**src/rtl/bridge_tx_arbiter_pkg.sv**
```systemverilog
// Shared constants and types for the bridge transmit arbiter.
package bridge_tx_arbiter_pkg;

    // Traffic class / source index
    localparam int NUM_SRC = 3;
    localparam int CLS_P   = 0;
    localparam int CLS_NP  = 1;
    localparam int CLS_CPL = 2;

    // Tx_FC bit positions
    localparam int FC_PH   = 0;
    localparam int FC_PD   = 1;
    localparam int FC_NPH  = 2;
    localparam int FC_NPD  = 3;
    localparam int FC_CPLH = 4;
    localparam int FC_CPLD = 5;

    typedef enum logic {
        IDLE = 1'b0,
        XFER = 1'b1
    } state_e;

    // A class may be granted only when both its header and data credits are present.
    function automatic logic [NUM_SRC-1:0] fc_ok(input logic [5:0] fc);
        logic [NUM_SRC-1:0] r;
        r[CLS_P]   = fc[FC_PH]   & fc[FC_PD];
        r[CLS_NP]  = fc[FC_NPH]  & fc[FC_NPD];
        r[CLS_CPL] = fc[FC_CPLH] & fc[FC_CPLD];
        return r;
    endfunction

endpackage

```
**src/rtl/bridge_rr_arb3.sv**
```systemverilog
// Combinational 3-way round-robin picker: first requester after ptr wins.
module bridge_rr_arb3
    import bridge_tx_arbiter_pkg::*;
(
    input  logic [NUM_SRC-1:0] req,
    input  logic [1:0]         ptr,
    output logic [NUM_SRC-1:0] gnt,
    output logic [1:0]         gnt_idx,
    output logic               found
);

    // Scan ptr+1, ptr+2, ptr+3 (mod 3); the previous winner is searched last.
    always_comb begin
        int c;
        gnt     = '0;
        gnt_idx = '0;
        found   = 1'b0;
        c       = 0;
        for (int k = 1; k <= NUM_SRC; k++) begin
            c = (int'(ptr) + k) % NUM_SRC;
            if (!found && req[c]) begin
                found   = 1'b1;
                gnt[c]  = 1'b1;
                gnt_idx = 2'(c);
            end
        end
    end

endmodule

```
**src/rtl/bridge_tx_arbiter.sv**
```systemverilog
// Transmit arbiter: round-robin over posted / non-posted / completion sources,
// credit-gated at grant time, packet-locked grant, single registered output stage.
module bridge_tx_arbiter
    import bridge_tx_arbiter_pkg::*;
#(
    parameter int DATA_W = 64,
    parameter int KEEP_W = DATA_W / 8,
    parameter int CNT_W  = 16
) (
    input  logic                      Tx_CLK,
    input  logic                      Tx_RST,
    input  logic                      Tx_Link_En,
    input  logic [5:0]                Tx_FC,
    input  logic [NUM_SRC-1:0]        Src_valid,
    input  logic [NUM_SRC*DATA_W-1:0] Src_data,
    input  logic [NUM_SRC*KEEP_W-1:0] Src_keep,
    input  logic [NUM_SRC-1:0]        Src_last,
    output logic [NUM_SRC-1:0]        Src_ready,
    output logic [DATA_W-1:0]         Tx_tdata,
    output logic [KEEP_W-1:0]         Tx_tkeep,
    output logic                      Tx_tlast,
    output logic                      Tx_tvalid,
    input  logic                      Tx_tready,
    output logic                      Tx_busy,
    output logic [NUM_SRC*CNT_W-1:0]  Tx_pkt_cnt
);

    state_e                         state_q, state_d;
    logic [NUM_SRC-1:0]             gnt_q, gnt_d;
    logic [1:0]                     ptr_q, ptr_d;
    logic [NUM_SRC-1:0][CNT_W-1:0]  cnt_q, cnt_d;
    logic [DATA_W-1:0]              tdata_q, tdata_d;
    logic [KEEP_W-1:0]              tkeep_q, tkeep_d;
    logic                           tlast_q, tlast_d;
    logic                           tvalid_q, tvalid_d;

    logic [NUM_SRC-1:0] elig;
    logic [NUM_SRC-1:0] arb_gnt;
    logic [1:0]         arb_idx;
    logic               arb_found;
    logic               out_free;
    logic               beat_acc;
    logic [DATA_W-1:0]  sel_data;
    logic [KEEP_W-1:0]  sel_keep;
    logic               sel_last;

    // Credits and link enable only matter here, at arbitration time.
    assign elig = Src_valid & fc_ok(Tx_FC) & {NUM_SRC{Tx_Link_En}};

    bridge_rr_arb3 u_arb (
        .req     (elig),
        .ptr     (ptr_q),
        .gnt     (arb_gnt),
        .gnt_idx (arb_idx),
        .found   (arb_found)
    );

    // Output register can take a beat if empty or draining this cycle.
    assign out_free  = !tvalid_q | Tx_tready;
    assign Src_ready = (state_q == XFER) ? (gnt_q & {NUM_SRC{out_free}}) : '0;
    assign beat_acc  = |(Src_valid & Src_ready);

    // One-hot AND-OR mux of the granted source's beat.
    always_comb begin
        sel_data = '0;
        sel_keep = '0;
        for (int i = 0; i < NUM_SRC; i++) begin
            if (gnt_q[i]) begin
                sel_data = sel_data | Src_data[i*DATA_W +: DATA_W];
                sel_keep = sel_keep | Src_keep[i*KEEP_W +: KEEP_W];
            end
        end
        sel_last = |(Src_last & gnt_q);
    end

    // Grant FSM: arbitrate in IDLE, hold the grant until the last beat is accepted.
    always_comb begin
        state_d = state_q;
        gnt_d   = gnt_q;
        ptr_d   = ptr_q;
        cnt_d   = cnt_q;
        case (state_q)
            IDLE: begin
                if (arb_found) begin
                    gnt_d   = arb_gnt;
                    ptr_d   = arb_idx;
                    state_d = XFER;
                end
            end
            XFER: begin
                if (beat_acc && sel_last) begin
                    gnt_d   = '0;
                    state_d = IDLE;
                    for (int i = 0; i < NUM_SRC; i++) begin
                        if (gnt_q[i]) cnt_d[i] = cnt_q[i] + CNT_W'(1);
                    end
                end
            end
            default: begin
                state_d = IDLE;
                gnt_d   = '0;
            end
        endcase
    end

    // Output stage: load on acceptance, otherwise drop valid once the core takes it.
    always_comb begin
        tdata_d  = tdata_q;
        tkeep_d  = tkeep_q;
        tlast_d  = tlast_q;
        tvalid_d = tvalid_q;
        if (beat_acc) begin
            tdata_d  = sel_data;
            tkeep_d  = sel_keep;
            tlast_d  = sel_last;
            tvalid_d = 1'b1;
        end else if (Tx_tready) begin
            tvalid_d = 1'b0;
            tlast_d  = 1'b0;
        end
    end

    // Control state registers.
    always_ff @(posedge Tx_CLK or posedge Tx_RST) begin
        if (Tx_RST) begin
            state_q <= IDLE;
            gnt_q   <= '0;
            ptr_q   <= 2'(CLS_CPL);
            cnt_q   <= '0;
        end else begin
            state_q <= state_d;
            gnt_q   <= gnt_d;
            ptr_q   <= ptr_d;
            cnt_q   <= cnt_d;
        end
    end

    // Output stream registers.
    always_ff @(posedge Tx_CLK or posedge Tx_RST) begin
        if (Tx_RST) begin
            tdata_q  <= '0;
            tkeep_q  <= '0;
            tlast_q  <= 1'b0;
            tvalid_q <= 1'b0;
        end else begin
            tdata_q  <= tdata_d;
            tkeep_q  <= tkeep_d;
            tlast_q  <= tlast_d;
            tvalid_q <= tvalid_d;
        end
    end

    assign Tx_tdata   = tdata_q;
    assign Tx_tkeep   = tkeep_q;
    assign Tx_tlast   = tlast_q;
    assign Tx_tvalid  = tvalid_q;
    assign Tx_busy    = (state_q == XFER);
    assign Tx_pkt_cnt = cnt_q;

endmodule

```
**config.mk**
```make
export PLATFORM = sky130hd
export DESIGN_NAME = bridge_tx_arbiter
export DESIGN_NICKNAME = d
export VERILOG_FILES = /design/src/rtl/bridge_tx_arbiter_pkg.sv /design/src/rtl/bridge_rr_arb3.sv /design/src/rtl/bridge_tx_arbiter.sv
export SDC_FILE = /design/constraint.sdc
export NUM_CORES = 1
export LEC_CHECK = 0
export ABC_CLOCK_PERIOD_IN_PS = 10800
export CORE_AREA = 2 2 141 143
export CTS_CLUSTER_SIZE = 12
export DETAILED_ROUTE_END_ITERATION = 10
export DIE_AREA = 0 0 143 145
export PLACE_DENSITY = 0.72
export SYNTH_ARGS = -nofsm -noshare
export SYNTH_HDL_FRONTEND = slang
export SYNTH_HIERARCHICAL = 1
export SYNTH_SLANG_ARGS = --single-unit
```
**constraint.sdc**
```tcl
create_clock -name Tx_CLK -period 10.8 [get_ports Tx_CLK]
set_input_delay 2.16 -clock Tx_CLK [delete_from_list [all_inputs] [get_ports Tx_CLK]]
set_output_delay 2.16 -clock Tx_CLK [all_outputs]
set_load 0.01 [all_outputs]
```
==> flow_metrics.tcl <==
set metrics [dict create \
    dieHeight_um 145 \
    fin_area_sq_um 10630 \
    power_density_nw_per_um2 203.3 \
    crit_path_start_kind "input pin" \
    drv_slew 0 \
    synth_edf_count 0 \
    whs_ns 0.4658 \
    syn_area_sq_um 6242 \
    wl_per_cell_um 17.87 \
    via_per_inst 5.175 \
    post_cts_hold_buffer_count 0 \
    grt-ovfl-total 0 \
    reg2reg_from "gnt_q[2]" \
    setup.worst_path.class "input pin to primary output" \
    setup_tns_ns 0 \
    initial_core_util_pct 32.50 \
    leakagePower_nw 4.284 \
    drv_cap 0 \
    area_delta_synth_final_pct 70.29 \
    drive_gt1_share_pct 5.717 \
    rows 51 \
    vias 6350 \
    synthesis.nets 855 \
    synth.avg_cell_area_sq_um 10.13 \
    r2r_cells 5 \
    die_area_sq_um 20740 \
    setup_viol 0 \
    power_mw 2.162 \
    synth-seq-area-share_pct 51.33 \
    antenna_found_initial 0 \
    io_buffers 357 \
    drc 0 \
    clk_latency_ns 0.42 \
    cts.clk_slew.worst_paths_ns 0.05 \
    ir_drop_v 0.0001054 \
    placed_cell_area_sq_um 10010 \
    timing.rr.end "Tx_pkt_cnt[31]" \
    yosysWarnings 6 \
    slew_headroom_pct 40.95 \
    syn_inst 616 \
    worstHoldPathType "flip-flop to flip-flop" \
    finalNetCount 1188 \
    grt_max_degree 83 \
    grt.total_usage_pct 21.24 \
    cp-startpoint "Tx_tready" \
    dominantRegCellSynth "dfrtp_1" \
    period_share_pct 53.07 \
    ys_ff_latch 128 \
    cts_buffer_depth 2 \
    period_minus_slack_ns 5.732 \
    status "finished clean" \
    max_clock_freq_mhz 174.5 \
    cts-buffers-inserted 17 \
    cts_max_level 4 \
    synth_commonest_cells "dfrtp_1, nor2_1, a21oi_1, a222oi_1, clkbuf_1" \
    cts-resized-gates 0 \
    ioPinCount 358 \
    crit_chain "clkdlybuf4s50_1 > nand2b_1 > and3_1 > clkdlybuf4s50_1" \
    ant_nets 0 \
    cp.required_ns 8.64 \
    cp-end-kind "primary output" \
    cp_max_fo 5 \
    cts_root_buffer "clkbuf_16" \
    wl_um 21920 \
    hpwl_um 15930 \
    n_antenna_cell 0 \
    synth_top_area_cell "dfrtp_1" \
    place.gp.congestion 0.8253 \
    grt_pass1_wl_um 34490 \
    skew_ns 0.01517 \
    arrival_ns 3.57 \
    tightestPinTransition_ns 0.8857 \
    cts_tree "done" \
    async_flop_share_pct 100.0 \
    yosysMostFrequentCell "dfrtp_1" \
    synth_cell_types 42 \
    reg2reg_slack_ns 7.88 \
    synthTopCellsByArea "dfrtp_1, a222oi_1, a21oi_1" \
    hold_viol_final 0 \
    drt_iter0_markers 568 \
    cts_sinks 128 \
    core_sq_um 19210 \
    crit_end "Src_ready[2]" \
    cp_common_cell "clkdlybuf4s50_1" \
    crit_slowest_cell "clkdlybuf4s50_1" \
    grt_pass1_vias 6474 \
    die_w_um 143 \
    max_stage_delay_ns 0.53 \
    cts_setup_buffers 0 \
    drt_pass1_iterations 10 \
    synth_top_cell_area_share_pct 50.91 \
    rsz0062_at_grt "no" \
]
## worst min path at each step
stage / start / to / depth (start not counted)
after floorplan: Tx_pkt_cnt[31] / Tx_pkt_cnt[31] / 1
after global placement: Tx_pkt_cnt[47] / Tx_pkt_cnt[47] / 1
after detailed placement: Tx_pkt_cnt[47] / Tx_pkt_cnt[47] / 1
after CTS: Tx_pkt_cnt[47] / Tx_pkt_cnt[47] / 1
after global routing: Tx_pkt_cnt[47] / Tx_pkt_cnt[47] / 1
final: Tx_pkt_cnt[47] / Tx_pkt_cnt[47] / 1
## report_power, final
group / leakage (nW) / internal [mW] / switching, mW
Combinational: 2.39 / 0.452 / 0.402
Clock: 0.295 / 0.388 / 0.216
Sequential: 1.59 / 0.627 / 0.0762
## through the flow
step                setup slack, ns  std cells  utilization, %
detailed placement            5.067       1195           52.11
finish                        5.068       1227           55.34
floorplan                     5.229        616               -
global placement              5.094       1195           52.11
global route                  5.019       1227           55.34
CTS                           5.065       1227           55.34
## area by class of cell
type                    instances  area [sq um]
fillers                      1680          8577
repair buffers                366          3641
flip-flops and latches        128          3208
multi-input cells             419          2760
clock buffers                  20         436.7
well taps                     265         331.6
clock inverters                12         183.9
inverters                      17         68.82
## registers in the layout, summed over array words and instances (netlist names)
register	flops
Tx_pkt_cnt	48
ptr_q	2
Tx_tvalid	1
Tx_tkeep	8
gnt_q	3
Tx_tdata	64
Tx_busy	1
Tx_tlast	1
## logic make-up after synthesis
| group | count (synthesis) | share of synthesized area (%) |
|---|---|---|
| buffers and inverters | 69 | 4.630 |
| DFF | 128 | 51.33 |
| xor gates and xnor gates | 45 | 6.314 |
| and+or+nand+nor | 192 | 15.07 |
| muxes | 8 | 1.423 |
| adders and majority gates | 7 | 1.403 |
| AOI/OAI and AO/OA | 167 | 19.82 |
## layout by cell type, fill, tap and decap left out, types with 8 or more instances in the layout
cell and n:
clkdlybuf4s50_1 357, dfrtp_1 124, nor2_1 79, a21oi_1 75, a222oi_1 74, xnor2_1 25
nand2_1 24, xor2_1 20, clkbuf_16 17, inv_1 16, nand4_1 16, nand3_1 15
nor4_1 13, nor3_1 10, buf_4 9, and4_1 8
## layer usage
| layer | global-route usage, % | wire (um) | vias to the layer above | part of all wire [%] |
|---|---|---|---|---|
| met5 | 0 | 0 | - | 0 |
| met1 | 26.10 | 8785 | 3070 | 40 |
| li1 | - | - | 3002 | - |
| met3 | 4.950 | 1309 | 20 | 6.0 |
| met4 | 5.941 | 263 | 0 | 1.2 |
| met2 | 36.96 | 11560 | 258 | 53 |
## worst max-delay path: cells and delay by family
family,cells,cell delay [ns]
buffers and inverters,2,1.02
AND/OR/NAND/NOR,2,0.38
Note: power is estimated with default switching activity, not from simulation.
